File: config.mk
export PLATFORM = sky130hd
export DESIGN_NAME = uart_rx
export DESIGN_NICKNAME = d
export VERILOG_FILES = /design/src/rtl/uart_pkg.sv /design/src/rtl/uart_rx.sv
export SDC_FILE = /design/constraint.sdc
export NUM_CORES = 1
export LEC_CHECK = 0
export CELL_PAD_IN_SITES_DETAIL_PLACEMENT = 1
export CELL_PAD_IN_SITES_GLOBAL_PLACEMENT = 2
export CORE_AREA = 2 2 69 71
export CTS_CLUSTER_SIZE = 10
export DETAILED_ROUTE_END_ITERATION = 6
export DIE_AREA = 0 0 71 73
export PLACE_DENSITY = 0.77
export SYNTH_ARGS = -nofsm -noshare
export SYNTH_HDL_FRONTEND = slang
export SYNTH_SLANG_ARGS = --single-unit
File: constraint.sdc
create_clock -name clk -period 4.4 [get_ports clk]
set_input_delay 0.44 -clock clk [delete_from_list [all_inputs] [get_ports clk]]
set_output_delay 0.44 -clock clk [all_outputs]
set_load 0.01 [all_outputs]
File: src/rtl/uart_pkg.sv
// uart_pkg: types and constants shared by the UART receiver and the planned transmitter.
package uart_pkg;

    // Receiver phases. The transmitter walks through the same phases of a frame.
    typedef enum logic [1:0] {
        IDLE,
        START,
        DATA,
        STOP
    } uart_rx_state_t;

    // 100 MHz system clock divided down to 115200 baud.
    localparam int CLKS_PER_BIT_115200 = 868;

endpackage : uart_pkg

File: src/rtl/uart_rx.sv
// uart_rx: 8N1-style serial receiver (LSB first, idle-high line) with a one-deep
// holding register on a valid/ready handshake and single-cycle error pulses.
// The rx input must already be synchronized to clk by the parent.
module uart_rx
    import uart_pkg::*;
#(
    parameter int CLKS_PER_BIT = CLKS_PER_BIT_115200,
    parameter int DATA_BITS    = 8
) (
    input  logic                 clk,
    input  logic                 rst_n,
    input  logic                 rx,
    output logic [DATA_BITS-1:0] rx_data,
    output logic                 rx_valid,
    input  logic                 rx_ready,
    output logic                 frame_err,
    output logic                 overrun_err
);

    localparam int HALF = CLKS_PER_BIT / 2;
    localparam int CW   = $clog2(CLKS_PER_BIT);
    localparam int BW   = $clog2(DATA_BITS + 1);

    localparam logic [CW-1:0] CNT_LAST = CW'(CLKS_PER_BIT - 1);
    localparam logic [CW-1:0] CNT_MID  = CW'(HALF - 1);
    localparam logic [BW-1:0] BIT_LAST = BW'(DATA_BITS - 1);

    // Reject parameter values the counters and the mid-bit sampling cannot support.
    if (CLKS_PER_BIT < 4) begin : g_bad_clks_per_bit
        $error("uart_rx: CLKS_PER_BIT must be at least 4");
    end
    if (DATA_BITS < 5 || DATA_BITS > 8) begin : g_bad_data_bits
        $error("uart_rx: DATA_BITS must be in the range 5..8");
    end

    uart_rx_state_t       state_q, state_d;
    logic [CW-1:0]        cnt_q, cnt_d;
    logic [BW-1:0]        bit_idx_q, bit_idx_d;
    logic [DATA_BITS-1:0] shift_q, shift_d;
    logic [DATA_BITS-1:0] rx_data_q, rx_data_d;
    logic                 rx_valid_q, rx_valid_d;
    logic                 frame_err_q, frame_err_d;
    logic                 overrun_err_q, overrun_err_d;
    logic                 rx_q;
    logic                 start_edge;

    // A start is a falling edge; rx_q resets low so a line held low across reset is ignored.
    assign start_edge = rx_q & ~rx;

    // Next-state logic: baud counting, bit sampling, delivery and error pulses.
    always_comb begin
        // NOTE: every signal assigned here gets a default first, so no path can infer a latch.
        state_d       = state_q;
        cnt_d         = cnt_q;
        bit_idx_d     = bit_idx_q;
        shift_d       = shift_q;
        rx_data_d     = rx_data_q;
        rx_valid_d    = rx_valid_q;
        frame_err_d   = 1'b0;
        overrun_err_d = 1'b0;

        // Consumer handshake; a delivery below in the same cycle can re-set valid.
        if (rx_valid_q && rx_ready) begin
            rx_valid_d = 1'b0;
        end

        unique case (state_q)
            IDLE: begin
                if (start_edge) begin
                    state_d = START;
                    cnt_d   = '0;
                end
            end

            START: begin
                if (cnt_q == CNT_MID) begin
                    // Mid start bit: still low means a real frame, high means a glitch.
                    if (!rx) begin
                        state_d   = DATA;
                        cnt_d     = '0;
                        bit_idx_d = '0;
                    end else begin
                        state_d = IDLE;
                    end
                end else begin
                    cnt_d = cnt_q + CW'(1);
                end
            end

            DATA: begin
                if (cnt_q == CNT_LAST) begin
                    // LSB arrives first, so shifting in from the top leaves bit 0 at index 0.
                    shift_d = {rx, shift_q[DATA_BITS-1:1]};
                    cnt_d   = '0;
                    if (bit_idx_q == BIT_LAST) begin
                        state_d = STOP;
                    end else begin
                        bit_idx_d = bit_idx_q + BW'(1);
                    end
                end else begin
                    cnt_d = cnt_q + CW'(1);
                end
            end

            STOP: begin
                if (cnt_q == CNT_LAST) begin
                    state_d = IDLE;
                    cnt_d   = '0;
                    if (rx) begin
                        // Holding register is free, or is being emptied this very cycle.
                        if (!rx_valid_q || rx_ready) begin
                            rx_data_d  = shift_q;
                            rx_valid_d = 1'b1;
                        end else begin
                            overrun_err_d = 1'b1;
                        end
                    end else begin
                        frame_err_d = 1'b1;
                    end
                end else begin
                    cnt_d = cnt_q + CW'(1);
                end
            end

            default: begin
                state_d = IDLE;
            end
        endcase
    end

    // State and output registers with synchronous active-low reset.
    always_ff @(posedge clk) begin
        // NOTE: sequential state uses non-blocking assignments so every register samples pre-edge values.
        if (!rst_n) begin
            state_q       <= IDLE;
            cnt_q         <= '0;
            bit_idx_q     <= '0;
            rx_data_q     <= '0;
            rx_valid_q    <= 1'b0;
            frame_err_q   <= 1'b0;
            overrun_err_q <= 1'b0;
            rx_q          <= 1'b0;
        end else begin
            state_q       <= state_d;
            cnt_q         <= cnt_d;
            bit_idx_q     <= bit_idx_d;
            rx_data_q     <= rx_data_d;
            rx_valid_q    <= rx_valid_d;
            frame_err_q   <= frame_err_d;
            overrun_err_q <= overrun_err_d;
            rx_q          <= rx;
        end
        // NOTE: the shift register is left out of reset; every bit is overwritten before it is delivered.
        shift_q <= shift_d;
    end

    assign rx_data     = rx_data_q;
    assign rx_valid    = rx_valid_q;
    assign frame_err   = frame_err_q;
    assign overrun_err = overrun_err_q;

endmodule : uart_rx

==> metrics.cfg <==
[route]
vias = 1250
drt.antenna.violating_nets = 0
routed_wl_um = 3540
wl_per_cell_um = 15.0
post-route-drc-count = 0
vias_per_cell = 5.32
detailedRoute.firstIterationViolations = 30
drt_pre_antenna_iters = 4

[setup_path]
timing.reg2reg.setup_slack_ns = 2.27
start_kind = flop
type_of_the_worst_setup_path = flop to flop
timing.rr.start = cnt_q[0]
count_of_buffering_cells_on_the_critical_path_with_inverters_included = 0
critical_path.endpoint = shift_q[0]
stages_on_the_worst_setup_path = 4
worstPathCellList = ha_1 -> and4bb_2 -> nand4_1 -> nor2_1
critical_path_peak_fanout = 8
worstReg2RegEnd = shift_q[0]
cp_top_family = simple AND/OR/NAND/NOR gates
cp-end-kind = flop
critical_path.slowest_cell = nor2_1
data_arrival_time_at_the_worst_slack_endpoint_ns = 2.05
worst_r2r_path_depth = 4
slowest_delay_ns = 0.61
required_time_at_the_endpoint_of_the_critical_path_ns = 4.32
critical_path.startpoint = cnt_q[0]

[yosys]
synthesis.area_mm2 = 0.00165
synth_top_family_by_area = simple AND/OR/NAND/NOR gates
synthSimpleGateAreaFrac_pct = 23.5
ys_top_cells_by_area = dfxtp_1, edfxtp_1, mux2i_1
synth-compound-area-share_pct = 13.0
ranking_of_synthesized_cells_by_instance_count = dfxtp_1, nor2_1, nand2_1
post_synth_inst_count = 165
ys_types = 47
postSynthAreaPerCell_um2 = 10.0
synth_seq_area_share_pct = 48.5
synth_nets = 172
async_reset_ff_share_pct = 0
post_synth_mux_area_share_pct = 6.21
synthDominantCellAreaShare_pct = 33.9
synth_enable_flop_cells = 8
synthFlopType = dfxtp_1
synth.yosys.warnings = 0
synth.largest_area_cell = dfxtp_1
synth.ff_latch_count = 36
synth-adder-area-share_pct = 2.27
synth_xor_xnor_area_share_pct = 1.06
count_leader_synth = dfxtp_1

[grt]
globalRouteOverflowTotal = 0
grt-busiest-layer = met2
groute.layer.met3.usage_pct = 4.14
number_of_antenna_violations_at_the_first_check_in_global_routing = 0
track_usage_pct = 14.8
wire_length_of_the_first_global_routing_pass_um = 5890
use_met2_pct = 25.8
grt_max_degree = 15
groute.layer.met1.usage_pct = 17.2
grt_pass1_vias = 1245

[clocking]
clock-root-buffer = clkbuf_8
cts_resized = 0
cts_hold_buf = 0
clk_latency_ns = 0.29
cts.repair_timing.setup_buffer_count = 0
ctsLongestPathBuffers = 2
cts_htree_levels = 2
num_cts_buffers = 5
cts_tree = built
total_number_of_clock_tree_sinks = 36
clock_transition_at_the_register_clock_pins_on_the_worst_setup_and_hold_paths_after_cts_ns = 0.07

[floorplanning]
ioPinCount = 15
overall_die_width_um = 71
die-height_um = 73
initial_standard_cell_utilization_of_the_core_pct = 36.4
placement_rows = 25
floorplan.die_area_mm2 = 0.00518
core_region_mm2 = 0.00454

[power]
ir_worst_vdd_uv = 162
cell_pwr_density_mw_per_mm2 = 334
p_leak_nw = 0.712

[worst_hold_path]
holdCritStartpoint = shift_q[6]
min-delay-path-class = flop to flop

[timing]
fmaxAchievable_mhz = 469
timing.final.crit_period_ns = 2.13
finalSetupViolations = 0
timing_hold_violations_final = 0
maxSlewHeadroom_pct = 53.5
timing.final.crit_share_pct = 48.5
fin_worst_skew_ns = 0.00669
unrepaired_setup_endpoints_after_global_routing = no
tns_ns = 0
worst_slew_pin_slew_ns = 0.694
final_max_slew_viol_count = 0

[finish]
fillers = 531
nNetsFinal = 187
fraction_of_final_layout_cells_with_drive_strength_greater_than_1_pct = 11.0
area_growth_pct = 16.3
post_layout_nonfiller_instances = 235
antenna-diode-count = 0

[placed_design]
dp_hpwl_um = 2630
routabilityCongestion = 0.742
place.detailed.instances = 227
port-buffer-count = 14

[job]
max_cap_violations = 0

[outcome]
outcome = finished clean

==> metal layers <==
layer / routed length, um / part of all wire, %
met1: 1630 / 46
met2: 1750 / 50
met3: 94 / 2.7
met4: 58 / 1.6
met5: 0 / 0
==> per-stage QoR <==
stage               setup WS [ns]  power (mW)  hold slack, ns  cell area, um^2  utilization (%)
global route                 2.08       0.666           0.479             1920             42.3
finish                       2.27       0.641           0.462             1920             42.3
global placement             2.07       0.362           0.443             1810             40.0
detailed placement           2.00       0.363           0.451             1810             40.0
floorplan                    2.65       0.357           0.426             1650                -
CTS                          2.23       0.651           0.460             1920             42.3
==> placed cells by master (no fill, tap or decap), drive strengths merged, types with 2 or more instances in the layout <==
cell type,count
dfxtp,28
nor2,17
clkdlybuf4s50,14
nand2,13
inv,12
nand3,9
mux2i,8
edfxtp,8
or3,7
a21oi,7
clkbuf,6
o21ai,5
o221ai,4
and4,3
o31ai,3
ha,3
and2,3
nand2b,2
nor2b,2
or4,2
mux2,2
nor3,2
and4bb,2
nand4,2
==> worst min path at each step <==
stage / slack, ns / cells past startpoint / endpoint
4_1_cts: 0.46 / 0 / shift_q[5]
3_5_place_dp: 0.45 / 0 / shift_q[5]
5_1_grt: 0.48 / 0 / shift_q[5]
2_1_floorplan: 0.43 / 0 / shift_q[0]
6_report: 0.46 / 0 / shift_q[5]
3_3_place_gp: 0.44 / 0 / shift_q[5]
==> power by group <==
group,switching [mW],internal (mW)
Combinational,0.0104,0.00592
Sequential,0.00178,0.337
Clock,0.118,0.168
==> area by class of cell <==
class	count	area (um^2)	share of cell area, %
clock buffer	6	72.6	3.78
tap	54	67.6	3.52
inverter	12	45.0	2.35
multi-input combinational	111	759	39.5
timing repair buffer	14	140	7.30
sequential	36	801	41.7
clock inverter	2	35.0	1.82
==> state kept, by name, indices dropped and copies added (netlist names), named ones only <==
name and cells:
shift_q 8, rx_data 8, rx_valid 1, rx_q 1, state_q 1, cnt_q 10
bit_idx_q 4, overrun_err 1, frame_err 1
==> logic make-up after synthesis <==
| family | Yosys count |
|---|---|
| multiplexers | 10 |
| AO/OA/AOI/OAI | 28 |
| flip-flops | 36 |
| adder cells (fa/ha/maj) | 3 |
| buffers and inverters | 18 |
| AND/OR/NAND/NOR | 68 |
| XOR/XNOR | 2 |
No activity file was read; power rests on OpenSTA's default activity.
